`config.mk`:
```
export PLATFORM = sky130hd
export DESIGN_NAME = alu_ctrl_fsm
export DESIGN_NICKNAME = d
export VERILOG_FILES = /design/src/rtl/alu_pkg.sv /design/src/rtl/alu_ctrl_decode.sv /design/src/rtl/alu_ctrl_fsm.sv
export SDC_FILE = /design/constraint.sdc
export NUM_CORES = 1
export LEC_CHECK = 0
export CORE_MARGIN = 3
export CORE_UTILIZATION = 45
export DETAILED_ROUTE_END_ITERATION = 10
export GPL_ROUTABILITY_DRIVEN = 1
export PLACE_DENSITY = 0.85
export SETUP_SLACK_MARGIN = 0.02
export SYNTH_ARGS = -nofsm -noshare
export SYNTH_HDL_FRONTEND = slang
export SYNTH_SLANG_ARGS = --single-unit
```
`constraint.sdc`:
```
create_clock -name clk -period 3.3 [get_ports clk]
set_clock_uncertainty 0.15 [all_clocks]
set_input_delay 0.66 -clock clk [delete_from_list [all_inputs] [get_ports clk]]
set_output_delay 0.66 -clock clk [all_outputs]
set_load 0.005 [all_outputs]
```
`src/rtl/alu_pkg.sv`:
```
// Shared encodings for the multi-cycle CPU control path and the ALU.
// The ALU and the control FSM both import this package, so they agree on one ALUOp encoding.
package alu_pkg;

  localparam int unsigned OPW = 5;

  localparam logic [OPW-1:0] ALU_NOP   = OPW'(0);
  localparam logic [OPW-1:0] ALU_LUI   = OPW'(1);
  localparam logic [OPW-1:0] ALU_AUIPC = OPW'(2);
  localparam logic [OPW-1:0] ALU_ADD   = OPW'(3);
  localparam logic [OPW-1:0] ALU_SUB   = OPW'(4);

  localparam logic [6:0] OPC_OP     = 7'b0110011;
  localparam logic [6:0] OPC_OPIMM  = 7'b0010011;
  localparam logic [6:0] OPC_LUI    = 7'b0110111;
  localparam logic [6:0] OPC_AUIPC  = 7'b0010111;
  localparam logic [6:0] OPC_LOAD   = 7'b0000011;
  localparam logic [6:0] OPC_STORE  = 7'b0100011;
  localparam logic [6:0] OPC_BRANCH = 7'b1100011;
  localparam logic [6:0] OPC_JAL    = 7'b1101111;

  localparam logic [2:0] F3_ADD = 3'b000;
  localparam logic [2:0] F3_LW  = 3'b010;
  localparam logic [2:0] F3_BEQ = 3'b000;
  localparam logic [2:0] F3_BNE = 3'b001;

  localparam logic [6:0] F7_ADD = 7'b0000000;
  localparam logic [6:0] F7_SUB = 7'b0100000;

  localparam int unsigned SW = 3;
  localparam logic [SW-1:0] ST_FETCH  = 3'd0;
  localparam logic [SW-1:0] ST_DECODE = 3'd1;
  localparam logic [SW-1:0] ST_EXEC   = 3'd2;
  localparam logic [SW-1:0] ST_MEM    = 3'd3;
  localparam logic [SW-1:0] ST_WB     = 3'd4;
  localparam logic [SW-1:0] ST_TRAP   = 3'd5;

  localparam logic [1:0] WSEL_ALU = 2'd0;
  localparam logic [1:0] WSEL_MEM = 2'd1;
  localparam logic [1:0] WSEL_PC4 = 2'd2;

  typedef enum logic [2:0] {
    CLS_ALU,
    CLS_JAL,
    CLS_BEQ,
    CLS_BNE,
    CLS_LOAD,
    CLS_STORE
  } ctrl_cls_e;

  typedef struct packed {
    ctrl_cls_e        cls;
    logic [OPW-1:0]   op;
    logic             a_sel;
    logic             b_sel;
    logic             illegal;
  } dec_t;

  // Regfile write source implied by an instruction class.
  function automatic logic [1:0] wsel_of(input ctrl_cls_e cls);
    case (cls)
      CLS_LOAD: wsel_of = WSEL_MEM;
      CLS_JAL:  wsel_of = WSEL_PC4;
      default:  wsel_of = WSEL_ALU;
    endcase
  endfunction

endpackage

```
`src/rtl/alu_ctrl_decode.sv`:
```
// Combinational RV32I-subset decoder: instruction word to class, ALUOp and operand selects.
module alu_ctrl_decode
  import alu_pkg::*;
(
  input  logic [31:0] ir,
  output dec_t        dec
);

  logic [6:0] opcode;
  logic [2:0] funct3;
  logic [6:0] funct7;
  logic       unused_ir;

  assign opcode    = ir[6:0];
  assign funct3    = ir[14:12];
  assign funct7    = ir[31:25];
  assign unused_ir = ^{ir[24:15], ir[11:7]};

  always_comb begin
    dec         = '0;
    dec.cls     = CLS_ALU;
    dec.op      = ALU_NOP;
    dec.illegal = 1'b1;
    case (opcode)
      OPC_OP: begin
        if (funct3 == F3_ADD && funct7 == F7_ADD) begin
          dec.op      = ALU_ADD;
          dec.illegal = 1'b0;
        end else if (funct3 == F3_ADD && funct7 == F7_SUB) begin
          dec.op      = ALU_SUB;
          dec.illegal = 1'b0;
        end
      end
      OPC_OPIMM: begin
        if (funct3 == F3_ADD) begin
          dec.op      = ALU_ADD;
          dec.b_sel   = 1'b1;
          dec.illegal = 1'b0;
        end
      end
      OPC_LUI: begin
        dec.op      = ALU_LUI;
        dec.b_sel   = 1'b1;
        dec.illegal = 1'b0;
      end
      OPC_AUIPC: begin
        dec.op      = ALU_AUIPC;
        dec.a_sel   = 1'b1;
        dec.b_sel   = 1'b1;
        dec.illegal = 1'b0;
      end
      OPC_LOAD: begin
        if (funct3 == F3_LW) begin
          dec.cls     = CLS_LOAD;
          dec.op      = ALU_ADD;
          dec.b_sel   = 1'b1;
          dec.illegal = 1'b0;
        end
      end
      OPC_STORE: begin
        if (funct3 == F3_LW) begin
          dec.cls     = CLS_STORE;
          dec.op      = ALU_ADD;
          dec.b_sel   = 1'b1;
          dec.illegal = 1'b0;
        end
      end
      OPC_BRANCH: begin
        if (funct3 == F3_BEQ) begin
          dec.cls     = CLS_BEQ;
          dec.op      = ALU_SUB;
          dec.illegal = 1'b0;
        end else if (funct3 == F3_BNE) begin
          dec.cls     = CLS_BNE;
          dec.op      = ALU_SUB;
          dec.illegal = 1'b0;
        end
      end
      OPC_JAL: begin
        dec.cls     = CLS_JAL;
        dec.illegal = 1'b0;
      end
      default: ;
    endcase
  end

endmodule

```
`src/rtl/alu_ctrl_fsm.sv`:
```
// Multi-cycle FETCH/DECODE/EXEC/MEM/WB controller for the 32-bit ALU datapath.
// Strobes and pc_sel are combinational from state+inputs; all other outputs are registered.
module alu_ctrl_fsm #(
  parameter int unsigned OPW          = alu_pkg::OPW,
  parameter int unsigned MEM_WAIT_MAX = 16
) (
  input  logic           clk,
  input  logic           rst,
  input  logic [31:0]    ir,
  input  logic           alu_zero,
  input  logic           imem_rvalid,
  input  logic           dmem_ack,
  output logic           imem_req,
  output logic           ir_we,
  output logic [OPW-1:0] alu_op,
  output logic           alu_a_sel,
  output logic           alu_b_sel,
  output logic           dmem_req,
  output logic           dmem_we,
  output logic           rf_we,
  output logic [1:0]     rf_wsel,
  output logic           pc_we,
  output logic           pc_sel,
  output logic           retire,
  output logic           trap
);

  import alu_pkg::*;

  localparam int unsigned   CW          = (MEM_WAIT_MAX > 1) ? $clog2(MEM_WAIT_MAX) : 1;
  localparam logic [CW-1:0] CNT_LAST    = CW'(MEM_WAIT_MAX - 1);
  localparam logic          HAS_TIMEOUT = (MEM_WAIT_MAX != 0);

  logic [SW-1:0] state, state_d;
  logic [CW-1:0] cnt, cnt_d;
  ctrl_cls_e     cls_q;
  dec_t          dec;

  alu_ctrl_decode u_decode (
    .ir  (ir),
    .dec (dec)
  );

  // State and MEM wait counter.
  always_ff @(posedge clk) begin
    if (rst) begin
      state <= ST_FETCH;
      cnt   <= '0;
    end else begin
      state <= state_d;
      cnt   <= cnt_d;
    end
  end

  // Next state, wait counter and PC/IR/regfile strobes.
  always_comb begin
    state_d = state;
    cnt_d   = cnt;
    ir_we   = 1'b0;
    rf_we   = 1'b0;
    pc_we   = 1'b0;
    pc_sel  = 1'b0;
    retire  = 1'b0;
    case (state)
      ST_FETCH: begin
        if (imem_rvalid) begin
          ir_we   = 1'b1;
          state_d = ST_DECODE;
        end
      end
      ST_DECODE: state_d = dec.illegal ? ST_TRAP : ST_EXEC;
      ST_EXEC: begin
        case (cls_q)
          CLS_LOAD, CLS_STORE: begin
            cnt_d   = '0;
            state_d = ST_MEM;
          end
          CLS_BEQ, CLS_BNE: begin
            pc_we   = 1'b1;
            pc_sel  = (cls_q == CLS_BEQ) ? alu_zero : !alu_zero;
            retire  = 1'b1;
            state_d = ST_FETCH;
          end
          default: state_d = ST_WB;
        endcase
      end
      ST_MEM: begin
        // An ack arriving on the limit cycle still completes the access.
        if (dmem_ack) begin
          if (cls_q == CLS_STORE) begin
            pc_we   = 1'b1;
            retire  = 1'b1;
            state_d = ST_FETCH;
          end else begin
            state_d = ST_WB;
          end
        end else if (HAS_TIMEOUT && cnt == CNT_LAST) begin
          state_d = ST_TRAP;
        end else begin
          cnt_d = cnt + CW'(1);
        end
      end
      ST_WB: begin
        rf_we   = 1'b1;
        pc_we   = 1'b1;
        pc_sel  = (cls_q == CLS_JAL);
        retire  = 1'b1;
        state_d = ST_FETCH;
      end
      ST_TRAP: state_d = ST_TRAP;
      default: state_d = ST_FETCH;
    endcase
    // Reset aborts the current instruction without emitting any pulse.
    if (rst) begin
      ir_we  = 1'b0;
      rf_we  = 1'b0;
      pc_we  = 1'b0;
      pc_sel = 1'b0;
      retire = 1'b0;
    end
  end

  // Registered requests, trap flag and the decode results held through EXEC/MEM/WB.
  always_ff @(posedge clk) begin
    if (rst) begin
      imem_req  <= 1'b0;
      dmem_req  <= 1'b0;
      dmem_we   <= 1'b0;
      trap      <= 1'b0;
      alu_op    <= '0;
      alu_a_sel <= 1'b0;
      alu_b_sel <= 1'b0;
      rf_wsel   <= WSEL_ALU;
      cls_q     <= CLS_ALU;
    end else begin
      imem_req <= (state_d == ST_FETCH);
      dmem_req <= (state_d == ST_MEM);
      dmem_we  <= (state_d == ST_MEM) && (cls_q == CLS_STORE);
      trap     <= (state_d == ST_TRAP);
      if (state == ST_DECODE) begin
        cls_q <= dec.cls;
        if (dec.illegal) begin
          alu_op    <= '0;
          alu_a_sel <= 1'b0;
          alu_b_sel <= 1'b0;
          rf_wsel   <= WSEL_ALU;
        end else begin
          alu_op    <= OPW'(dec.op);
          alu_a_sel <= dec.a_sel;
          alu_b_sel <= dec.b_sel;
          rf_wsel   <= wsel_of(dec.cls);
        end
      end
    end
  end

endmodule

```
Word-level counts from Yosys, hierarchy flattened. Cells that the tools add are included.

Add/subtract/negate cells: 1. Magnitude comparators: 0. Reduce and logical (&&, ||, !) cells: 15. Eq/ne operators: 29. Multipliers: 0. Shifts and indexed selects: 0. Mux-type cells: 48. Bitwise operators: 0. Divide/modulo/power cells: 0.

Operators by type and width (number): one-hot mux 5 bit (7 select lines) (1); == test 7 x 6 -> 1 bit, second input constant (4); 2-to-1 mux 3 bit (7); 2-to-1 mux 1 bit (19); == test 3 x 2 -> 1 bit, second input constant (6); == test 3 bit, second input constant (6); 2-to-1 mux 8 bit (2); one-hot mux 3 bit (5 select lines) (1); == test 7 x 5 -> 1 bit, second input constant (2); == test 7 bit, second input constant (2); 2-to-1 mux 7 bit (2); == test 3 x 1 -> 1 bit, second input constant (4); 2-to-1 mux 4 bit (3); one-hot mux 3 bit (4 select lines) (1); zero test 3 bit (3); 2-to-1 mux 2 bit (4); one-hot mux 4 bit (2 select lines) (1); OR reduction 2 bit (4); == test 7 x 2 -> 1 bit, second input constant (1); zero test 7 bit (1); != test 2 bit, second input constant (3); one-hot mux 1 bit (3 select lines) (2); one-hot mux 3 bit (2 select lines) (1); 2-to-1 mux 5 bit (1); other kinds (10) (12).

Bits of input ports: 37. RAM bits: 0. Memories kept: 0. Register bits: 23. ROM bits: 0. Latch bits: 0.

Longest topological paths before layout. Gate-level depths: netlist (run 1).

Depth in word-level cells: 9. Depth in mapped cells: 7. Depth with buffers taken out: 7.

Hierarchy. A second synthesis (run 1) with hierarchy kept.

Cell total of the unflattened synthesis: 186. Area, all modules: 1437.6 um^2.

By module, submodules not included: alu_ctrl_fsm (cells each 137, area each 1149.9 um^2, instances 1); alu_ctrl_decode (cells each 49, area each 287.8 um^2, instances 1).

Worst setup path before layout (run 1). No wires, ideal clock.

Path kind: input -> register. From: in ir[5]. To: reg imem_req. Path slack: 1.065 ns. Path buffers: 0. Stages on the path: 4. Data required time: 3.033 ns. Arrival time: 1.968 ns. Cells stage by stage: or4_4 -> a311oi_4 -> a211o_2 -> and4b_1.

Word-level cells in the longest chain between the ends: 6.

RTL lines: start: declaration (RTL line alu_ctrl_fsm.sv:9) `input logic [31:0] ir,`; == test 7 x 6 -> 1 bit (tied with other cells) (RTL line alu_ctrl_decode.sv:24) `case (opcode)`; OR reduction 3 bit (no line) / OR reduction 2 bit (equally long branches); one-hot mux 1 bit (5 select lines) (*) (RTL line alu_ctrl_decode.sv:24); 2-to-1 mux 3 bit (*) (RTL line alu_ctrl_fsm.sv:71) `ST_DECODE: state_d = dec.illegal ? ST_TRAP : ST_EXEC;`; one-hot mux 3 bit (5 select lines) (*) (RTL line alu_ctrl_fsm.sv:64) `case (state)`; zero test 3 bit (*) (RTL line alu_ctrl_fsm.sv:136) `imem_req <= (state_d == ST_FETCH);`; end signal: assignment (RTL line alu_ctrl_fsm.sv:136); end: declaration (RTL line alu_ctrl_fsm.sv:13) `output logic imem_req,`.

Mark *: on every way between the ends. The rest lies on a longest branch, timed or not. A chain may end at the register's enable or synchronous reset.

Worst setup path in the final report (run 1).
From: in rst. To: out pc_sel.

Word-level cells in the longest chain between the ends: 1.

RTL lines: start: declaration (RTL line alu_ctrl_fsm.sv:8) `input logic rst,`; 2-to-1 mux 1 bit (RTL line alu_ctrl_fsm.sv:114) `if (rst) begin`; end: declaration (RTL line alu_ctrl_fsm.sv:23) `output logic pc_sel,`.

Every way passes these cells.

==> flow_summary.json, run 1 <==
{
  "final_nets": 251,
  "finalSetupViolCount": 0,
  "avgSynthCellArea_um2": 7.99,
  "seq_power_share_pct": 54.8,
  "finalHoldViolations": 0,
  "clock_latency_ps": 290,
  "power_density_nw_per_um2": 272,
  "critPathCaptureType": "primary output",
  "setup_tns_ps": 0,
  "die_area_um2": 3790,
  "finalPower_w": 0.000488,
  "htreeDepth": 1,
  "pwr-share-comb_pct": 21.1,
  "drive_gt1_share_pct": 9.09,
  "worstPathRequired_ps": 2490,
  "status": "finished, final reports clean",
  "min_period_ps": 3160,
  "drc_errors": 0,
  "avgViaCountPerCell": 5.63,
  "min_path_type": "reg2reg",
  "clk_path_buf_depth": 2,
  "place_ws_ps": 147,
  "cts_tree": "done",
  "io_pins": 55,
  "critical_path_arrival_ps": 2350,
  "post-route-period-util_pct": 95.7,
  "drtIter0Drc": 56,
  "vias": 1351,
  "worstPathMaxFanout": 2,
  "whs_ps": 317,
  "slew_headroom_pct": 60.9,
  "antenna_cells": 0,
  "p_int_w": 0.000360,
  "grt_max_degree": 20,
  "synth_area_leaders": "dfxtp_1, a21oi_1, nor2_1",
  "synth_seq_area_share_pct": 30.2,
  "ys_types": 53,
  "chipWidth_um": 61.6,
  "cts_sinks": 21,
  "synthTopCellsByCount": "dfxtp_1, a21oi_1, nor2_1",
  "antenna_found_initial": 0,
  "die_h_um": 61.6,
  "tightest_slew_ps": 581,
  "drtPass1Iterations": 4,
  "clockPowerShare_pct": 24.1,
  "cts.clk_slew.worst_paths_ps": 100,
  "post-cts-setup-buffers": 0,
  "cts_buffers": 3,
  "peakVddDrop_v": 0.000121,
  "root_buffer": "clkbuf_4",
  "track_usage_pct": 18.0,
  "wire_per_inst_um": 13.1,
  "switching_share_pct": 26.1,
  "gp_congestion": 0.883,
  "grt_pass1_wl_mm": 5.30,
  "netlist_area_um2": 1390,
  "setup_ws_ps": 142,
  "first_global_vias": 1207,
  "syn-instance-count": 174,
  "fill_cells": 258,
  "synthArstFlopShare_pct": 0,
  "detail-route-antenna-nets": 0,
  "dpl.hpwl_mm": 2.43,
  "yosysWarnings": 0,
  "start_kind": "input port",
  "yosys.area.top_type_share_pct": 30.2,
  "area_growth_pct": 29.1,
  "fp.coreArea_um2": 2850,
  "numPortBuffers": 37,
  "yosysMostFrequentCell": "dfxtp_1",
  "rows": 19,
  "synth_edf_count": 0,
  "fmax_mhz": 317,
  "power_leakage_nw": 0.663,
  "rsz0062_at_grt": "yes",
  "drv_slew": 0,
  "gr-total-overflow": 0,
  "synth_top_cell_by_area": "dfxtp_1",
  "synth_ff_type": "dfxtp_1",
  "finalWirelength_mm": 3.14,
  "p_switching_w": 0.000127,
  "max_cap_violations": 0,
  "initial_core_util_pct": 48.7,
  "ys_seq_elements": 21,
  "path_class": "in2out"
}
[worst paths after layout]
kind                           start                      end  slack, ps  cells after the start
min          rf_wsel[0]$_SDFFE_PP0P_  rf_wsel[0]$_SDFFE_PP0P_        320                      2
max reg2reg      state[0]$_SDFF_PP0_      imem_req$_SDFF_PP0_       1090                      5
max                              rst                   pc_sel        140                      7
min reg2reg  rf_wsel[0]$_SDFFE_PP0P_  rf_wsel[0]$_SDFFE_PP0P_        320                      2
[flip-flops by register name, indices dropped and copies added (netlist names)]
| name | flops |
|---|---|
| state | 3 |
| rf_wsel | 2 |
| cls_q | 3 |
| imem_req | 1 |
| dmem_req | 1 |
| trap | 1 |
| alu_a_sel | 1 |
| alu_b_sel | 1 |
| alu_op | 3 |
| cnt | 4 |
| dmem_we | 1 |
[power by group through the flow]
stage               registers, W  clock network, W  logic [W]
floorplan               0.000268                 0  0.0000616
global placement        0.000272                 0   0.000101
detailed placement      0.000273                 0   0.000102
CTS                     0.000267          0.000125   0.000102
global route            0.000268          0.000136   0.000114
finish                  0.000267          0.000117   0.000103
[cells by family (layout without fill, tap and decap cells)]
family                     count (synthesis)  after routing  synth area share (%)
DFF                                       21             21                  30.2
buffers and inverters                     19             53                  7.74
adders and majority gates                  4              4                  3.60
and+or+nand+nor                           81             81                  32.8
AOI/OAI and AO/OA                         45             45                  23.5
xor gates and xnor gates                   3              3                  1.89
other                                      1              2                 0.270
[layer usage]
| layer | vias to the layer above | share of wire (%) | GRT usage [%] | routed length, um |
|---|---|---|---|---|
| li1 | 704 | - | - | - |
| met4 | 0 | 0.80 | 5.15 | 25 |
| met5 | - | 0 | 0 | 0 |
| met1 | 613 | 50 | 25.3 | 1550 |
| met2 | 32 | 46 | 28.4 | 1440 |
| met3 | 2 | 3.7 | 2.94 | 116 |
[through the flow]
stage	std cells	utilization, %	instance area [um^2]
after floorplan	175	-	1390
after global placement	236	61.5	1760
after detailed placement	236	61.5	1760
after CTS	240	62.5	1780
after global routing	240	62.9	1790
final	240	62.9	1790
[what timing repair did]
item,CTS,global route
hold buffers,0,0
setup endpoints to repair,0,3
gates resized for setup,0,3
[cell usage in the layout, fill, tap and decap left out, types with 2 or more instances in the layout]
cell / n
a221oi_1: 2
nand2b_1: 4
a211o_2: 2
conb_1: 2
clkdlybuf4s50_1: 36
a31oi_1: 2
dfxtp_1: 21
xnor2_1: 2
nand2_1: 17
nor2_1: 18
a21oi_1: 17
buf_4: 4
nand4_1: 2
a32oi_1: 2
and4b_1: 2
inv_1: 8
nand3_1: 6
a211oi_1: 2
o21ai_0: 3
and3_1: 2
o31ai_1: 4
clkbuf_4: 3
and3b_1: 2
nor2b_1: 5
ha_1: 4
nor4b_1: 2
nor3_1: 7
[area by class of cell]
class / instances / area [um^2] / share of cell area, %
Clock buffer: 4 / 26.3 / 1.46
Inverter: 8 / 30.0 / 1.67
Multi-Input combinational cell: 135 / 876 / 48.8
Sequential cell: 21 / 420 / 23.4
Tap cell: 31 / 38.8 / 2.16
Timing Repair Buffer: 41 / 403 / 22.5
[critical path, stage by stage]
cell and delay (ps):
clkdlybuf4s50_1 450, nor4b_1 270, buf_4 170, a31o_1 130, nand2_1 50, o41ai_1 60
clkdlybuf4s50_1 560
Note: power is estimated with default switching activity, not from simulation.
==> run 2, diff against run 1 <==
Settings changed: ABC_AREA set to 1.
==> run 2 against run 1 <==
Effect of this change:
- die area fell by 0.97%
- first-iteration DRC count increased by 54%
- clock power grew 7%
- synthesized cell count grew 21%
- largest power group unchanged
==> flow_summary.json, run 2 <==
{
  "status": "finished, final reports clean",
  "synthTopCellsByCount": "nand2_1, nor2_1, dfxtp_1",
  "grt_pass1_wl_mm": 5.11,
  "ys_seq_elements": 21,
  "min_period_ps": 2790,
  "p_switching_w": 0.000186,
  "drtPass1Iterations": 4,
  "cpPeakStageDelay_ps": 540,
  "slew_headroom_pct": 65.3,
  "worstPathRequired_ps": 2490,
  "drc_errors": 0,
  "clock_latency_ps": 310,
  "synth_area_leaders": "dfxtp_1, nand2_1, nor2_1",
  "switching_share_pct": 32.5,
  "area_growth_pct": 30.0,
  "initial_core_util_pct": 48.6,
  "drv_slew": 0,
  "avgSynthCellArea_um2": 6.52,
  "gp_congestion": 0.887,
  "fmax_mhz": 358,
  "htreeDepth": 1,
  "synth_ff_type": "dfxtp_1",
  "die_area_um2": 3760,
  "drtIter0Drc": 86,
  "largest_reg_flops": 4,
  "pwr-share-comb_pct": 29.0,
  "tightest_slew_ps": 521,
  "drive_gt1_share_pct": 15.7,
  "cts_tree": "done",
  "cts.clk_slew.worst_paths_ps": 110,
  "dpl.hpwl_mm": 2.39,
  "power_leakage_nw": 0.760,
  "track_usage_pct": 17.8,
  "netlist_area_um2": 1380,
  "cts_hold_buf": 0,
  "path_class": "in2out",
  "clockPowerShare_pct": 21.7,
  "clk_path_buf_depth": 2,
  "cp_slowest_cell": "clkdlybuf4s50_1",
  "final_nets": 290,
  "rows": 19,
  "peakVddDrop_v": 0.000150,
  "post-cts-setup-buffers": 0,
  "critPathCaptureType": "primary output",
  "wire_per_inst_um": 10.9,
  "cp_common_cell": "clkdlybuf4s50_1",
  "start_kind": "input port",
  "chipWidth_um": 61.3,
  "finalSetupViolCount": 0,
  "critical_path_arrival_ps": 1980,
  "antenna_found_initial": 0,
  "cts_sinks": 21,
  "finalPower_w": 0.000574,
  "final_common_cell": "nand2_1",
  "seq_power_share_pct": 49.3,
  "power_density_nw_per_um2": 321,
  "ys_types": 32,
  "avgViaCountPerCell": 4.98,
  "vias": 1389,
  "yosysMostFrequentCell": "nand2_1",
  "rsz0062_at_grt": "no",
  "min_path_type": "reg2reg",
  "yosysWarnings": 0,
  "yosys.area.top_type_share_pct": 30.6,
  "fp.coreArea_um2": 2830,
  "io_pins": 55,
  "numPortBuffers": 37,
  "worstPathMaxFanout": 3,
  "post-route-period-util_pct": 84.6,
  "antenna_cells": 0,
  "setup_tns_ps": 0,
  "grt_max_degree": 14,
  "synth_edf_count": 0,
  "max_cap_violations": 0,
  "ctsResizeCount": 0,
  "regMostFlops": "cnt",
  "fill_cells": 261,
  "p_int_w": 0.000388,
  "cts_buffers": 3,
  "gr-total-overflow": 0,
  "finalHoldViolations": 0,
  "detail-route-antenna-nets": 0,
  "root_buffer": "clkbuf_4",
  "synthArstFlopShare_pct": 0,
  "first_global_vias": 1242,
  "whs_ps": 323,
  "finalWirelength_mm": 3.04,
  "crit_chain": "clkdlybuf4s50_1 -> nand3_1 -> a31oi_1 -> clkdlybuf4s50_1",
  "synth_top_cell_by_area": "dfxtp_1",
  "layout_common_cells": "nand2_1, clkdlybuf4s50_1, nor2_1",
  "die_h_um": 61.3,
  "synth_seq_area_share_pct": 30.6,
  "syn-instance-count": 211
}
run 2: cell count changes in the layout (fill, tap and decap cells not counted), moves of 4 or more:
cell,change
nand2_1,+30
nor2b_1,-5
nor3_1,-4
o21ai_0,+4
nand2b_1,-4
inv_2,+11
nand3_1,+12
nor2_2,+8
nor2_1,+8
o31ai_1,-4
nand2_2,+5
inv_1,+9
run 2: final timing paths:
check | startpoint | endpoint | slack, ps | cells after the start
setup / recovery | dmem_ack | pc_we | 510 | 4
hold / removal | alu_b_sel$_SDFFE_PP0P_ | alu_b_sel$_SDFFE_PP0P_ | 320 | 2
setup reg to reg | state[2]$_SDFF_PP0_ | dmem_we$_SDFF_PP0_ | 1620 | 11
hold reg to reg | alu_b_sel$_SDFFE_PP0P_ | alu_b_sel$_SDFFE_PP0P_ | 320 | 2
run 2: logic make-up (layout without fill, tap and decap cells):
family                   Yosys count  in the layout  share of synthesized area (%)
adder cells (fa/ha/maj)            4              4                           3.64
AND/OR/NAND/NOR                  123            123                           44.0
buffers and inverters             34             70                           10.2
other                              1              2                          0.273
AO/OA/AOI/OAI                     27             27                           10.6
flip-flops                        21             21                           30.6
XOR/XNOR                           1              1                          0.637
run 2: power by group through the flow:
| stage | sequential (W) | combinational [W] | clock [W] |
|---|---|---|---|
| final | 0.000283 | 0.000166 | 0.000125 |
| after global routing | 0.000285 | 0.000188 | 0.000139 |
| after floorplan | 0.000285 | 0.000108 | 0 |
| after global placement | 0.000287 | 0.000164 | 0 |
| after CTS | 0.000283 | 0.000168 | 0.000131 |
| after detailed placement | 0.000288 | 0.000167 | 0 |
run 2: per-stage QoR:
stage	instances	instance area (um^2)	setup WS, ps	util (%)
5_1_grt	279	1790	393	63.2
3_3_place_gp	275	1760	514	62.2
4_1_cts	279	1790	494	63.2
2_1_floorplan	212	1380	1220	-
6_report	279	1790	509	63.2
3_5_place_dp	275	1760	499	62.2
run 2: critical path, delay by kind of cell:
family,cells,cell delay [ps]
buffers and inverters,2,1040
AOI/OAI and AO/OA,1,190
and+or+nand+nor,1,90
run 2: area by class of cell:
class                      count  area, um^2  area share, %
clock buffer                   3        22.5           1.26
clock inverter                 1        5.00          0.280
inverter                      28         105           5.88
multi-input combinational    157         818           45.8
sequential                    21         420           23.5
tap                           31        38.8           2.17
timing repair buffer          38         378           21.1
run 2: routing by layer:
metal / track usage, % / wire (um)
met1: 23.7 / 1400
met2: 29.2 / 1410
met3: 2.31 / 167
met4: 7.12 / 54
met5: 0 / 0
==> edit 1 (flow settings as in run 1) <==
Make the reset (`rst`) asynchronous in 2 clocked blocks.
--- a/src/rtl/alu_ctrl_fsm.sv
+++ b/src/rtl/alu_ctrl_fsm.sv
@@ -42,7 +42,7 @@
   );
 
   // State and MEM wait counter.
-  always_ff @(posedge clk) begin
+  always_ff @(posedge clk or posedge rst) begin
     if (rst) begin
       state <= ST_FETCH;
       cnt   <= '0;
@@ -121,7 +121,7 @@
   end
 
   // Registered requests, trap flag and the decode results held through EXEC/MEM/WB.
-  always_ff @(posedge clk) begin
+  always_ff @(posedge clk or posedge rst) begin
     if (rst) begin
       imem_req  <= 1'b0;
       dmem_req  <= 1'b0;
Check against the original RTL: differs if rst is asserted again (counterexample within 4 cycles, from zero or initial values and one cycle with rst high); with rst held inactive, the same outputs for 10 cycles.
==> edit 1 against run 1 <==
Sequential cell count unchanged; largest cell class unchanged; wire length up 5.1%; area after synthesis fell by 3.2%; worst setup slack gained 21 ps; non-clock buffer count decreased by 3; critical path depth down 1; count of clock-buffer cells in the layout down 1; register-to-register slack improved by 210 ps; final area down 3.2%.
Power is not compared: it rests on default switching activity, and its combinational part moved more than twofold at a synthesized area within 25%.
==> edit 1: results (changes against run 1) <==
Synthesis
The share of synthesized registers carrying an async set or reset is 1.00 (+1.00). The main flop type after synthesis is dfrtp_1. After synthesis, the most frequently instantiated cells are dfrtp_1 (21), nand2_1 (18), nor2_1 (13), a21oi_1 (8), o21ai_0 (8).

Setup path
The endpoint arrival time on the critical path was 2330 ps (-20 ps). The internal reg-to-reg setup slack is 1300 ps (+210 ps). The largest fanout of any net on the critical path is 5 (+3). The end of the worst register-to-register path is dmem_we. The count of cells along the worst register-to-register path is 6 (+1). The most critical setup path has its endpoint at pc_we. Tracing the worst setup path back leads to its startpoint at dmem_ack.

The startpoint of the worst register-to-register path is cnt[0].

Status
The flow ran to the end, and the final reports show no timing, DRC or antenna violations.

Global route
The wire length of the first global-routing pass is 5480 microns (+3.4%). The largest net degree at the start of global routing is 23 (+15%).

Route
The via count normalized by instance count is 5.85 (+3.8%). The starting DRC count in detailed routing is 81 (+45%). The detailed-route wire length per cell came to 15.0 microns (+15%).

Layout
The sequential cell area is 526 sq um (+25%). The multi-input gate count is 119 (-12%). The number of nets in the layout came to 230 (-8.4%).

The fraction of cell area in non-clock buffers is 0.219 (-0.00553). The number of ordinary inverters in the final layout is 7 (-1). The count of clock buffers in the final design is 3 (-1).

The buffer count excluding the clock tree in the final layout was 38 (-7.3%).

Place
The worst slack at placement is 116 ps (-30.7 ps). The half-perimeter wire length after detailed placement is 2560 microns (+5.5%). The total placed instance area is 1710 sq um (-2.8%). The final weighted congestion in routability-driven placement is 0.888 (+0.58%).

Worst hold path
The worst hold path begins at alu_op[2].

STA
The final hold slack is 347 ps (+30.6 ps).

Floorplan
The area of the placeable core was 2810 sq um (-1.7%).
==> edit 1: logic make-up (layout without fill, tap and decap cells) <==
kind of cell / count (synthesis) / after routing / share of synthesized area
flip-flops: 21 / 21 / 0.391
multiplexers: 2 / 2 / 0.0167
XOR/XNOR: 1 / 1 / 0.00651
other: 1 / 2 / 0.00279
adder cells (fa/ha/maj): 3 / 3 / 0.0279
AND/OR/NAND/NOR: 73 / 73 / 0.298
AO/OA/AOI/OAI: 38 / 38 / 0.194
buffers and inverters: 15 / 49 / 0.0633
==> edit 1: worst max-delay path: cells and delay by family <==
| family | cells | cell delay, ps |
|---|---|---|
| AO/OA/AOI/OAI | 2 | 300 |
| buffers and inverters | 2 | 1070 |
| AND/OR/NAND/NOR | 2 | 300 |
==> edit 1: per-layer routing <==
metal | GRT usage | share of wire | up-vias
met5 | 0 | 0 | -
met4 | 0.0743 | 0.021 | 0
met3 | 0.0362 | 0.068 | 8
met2 | 0.336 | 0.50 | 53
met1 | 0.242 | 0.41 | 597
li1 | - | - | 628
==> edit 2 (flow settings as in run 1) <==
Without the edit above. Change the parameter `MEM_WAIT_MAX` from 16 to 32.
--- a/src/rtl/alu_ctrl_fsm.sv
+++ b/src/rtl/alu_ctrl_fsm.sv
@@ -2,7 +2,7 @@
 // Strobes and pc_sel are combinational from state+inputs; all other outputs are registered.
 module alu_ctrl_fsm #(
   parameter int unsigned OPW          = alu_pkg::OPW,
-  parameter int unsigned MEM_WAIT_MAX = 16
+  parameter int unsigned MEM_WAIT_MAX = 32
 ) (
   input  logic           clk,
   input  logic           rst,
Check against the original RTL: no difference found for any inputs over 10 cycles, from zero or initial values and one cycle with rst high; that may be too few to reach the edited logic, so the function may still have changed.
==> edit 2 against run 1 <==
Power increased by 28%; final area increased by 3.8%; area after synthesis increased by 2.6%; largest cell class unchanged; register-to-register slack improved by 30 ps; worst setup slack improved by 44 ps; sequential cell count increased by 1; maximum frequency increased by 1.4%; largest power group unchanged; wire length increased by 5.2%; via count increased by 4.0%.
==> edit 2: results (changes against run 1) <==
Power
The peak supply drop is 0.000272 V (+130%).

Layout
The fill cell total of the finished layout is 253 (-1.9%). The number of flip-flops under the largest register name came to 5 (+1). The number of nets in the layout came to 256 (+2.0%).

Synthesis
The parity-gate share of the synthesized area counting xor and xnor cells is 0.0123 (-0.00662). The number of different library cells in the post-synthesis netlist is 56 (+5.7%). The fraction of the yosys area taken by sequential cells is 0.309 (+0.00634).

In the synthesized netlist, the cells that appear most often are dfxtp_1 (22), nand2_1 (21), a21oi_1 (15), nor2_1 (15), nor3_1 (8). The synthesized-area fraction occupied by adder cells is 0.0439 (+0.00786). By area the synthesized netlist is led by dfxtp_1 (31%), nand2_1 (5.5%), a21oi_1 (5.3%), ha_1 (4.4%), nor2_1 (3.9%).

Status
The run finished with clean final reports.

Setup path
The launch point of the worst path is dmem_ack. The last element of the critical path is retire. The endpoint arrival time on the critical path is 2300 ps (-50 ps). The count of cells along the worst register-to-register path is 8 (+3). The critical path's largest stage delay is 530 ps (-30 ps).

Global route
The largest net degree at the start of global routing is 19 (-5.0%). The via count of the first global-routing pass is 1314 (+8.9%).

Clock network
The number of instances resized during post-cts repair was 2 (+2). The clock latency on the worst-skew pair came to 310 ps (+20 ps). The clock slew seen by the registers of the worst setup and hold paths is 120 ps (+20 ps).

Place
The final weighted congestion in routability-driven placement was 0.893 (+1.2%). The worst slack at placement is -32.4 ps (-179 ps). The total placed instance area is 1810 sq um (+3.1%). The half-perimeter wire length after detailed placement is 2580 microns (+6.2%).

Worst hold path
The endpoint of the worst hold-timing path is cnt[4]. The worst hold path begins at cnt[4].

Floorplan
The floorplan die area was 3880 sq um (+2.4%).

STA
The normalized max-slew margin is 0.568 (-0.0417).

Route
The number of vias after detailed routing is 1405 (+4.0%). The starting DRC count in detailed routing is 74 (+32%).
edit 2: final cells by class:
class	count	share of cell area
Multi-Input combinational cell	141	0.483
Inverter	5	0.0101
Timing Repair Buffer	41	0.214
Clock inverter	1	0.0161
Clock buffer	3	0.0121
Tap cell	42	0.0282
Sequential cell	22	0.237
edit 2: power by group:
| group | switching [uW] | leakage [uW] | internal, uW |
|---|---|---|---|
| clock | 85.2 | 0.0000279 | 123 |
| combinational | 59.5 | 0.000449 | 66.7 |
| sequential | 11.9 | 0.000179 | 277 |
edit 2: stage by stage:
stage / total power (uW) / hold WS, ps / util / cells
after floorplan: 359 / 286 / - / 179
after global placement: 418 / 298 / 0.629 / 251
after detailed placement: 419 / 310 / 0.629 / 251
after CTS: 626 / 329 / 0.647 / 255
after global routing: 654 / 358 / 0.647 / 255
final: 623 / 327 / 0.647 / 255
edit 2: layer usage:
layer / global-route usage / part of all wire
met5: 0 / 0
met4: 0.0523 / 0.0070
met3: 0.0432 / 0.051
met2: 0.300 / 0.48
met1: 0.224 / 0.46
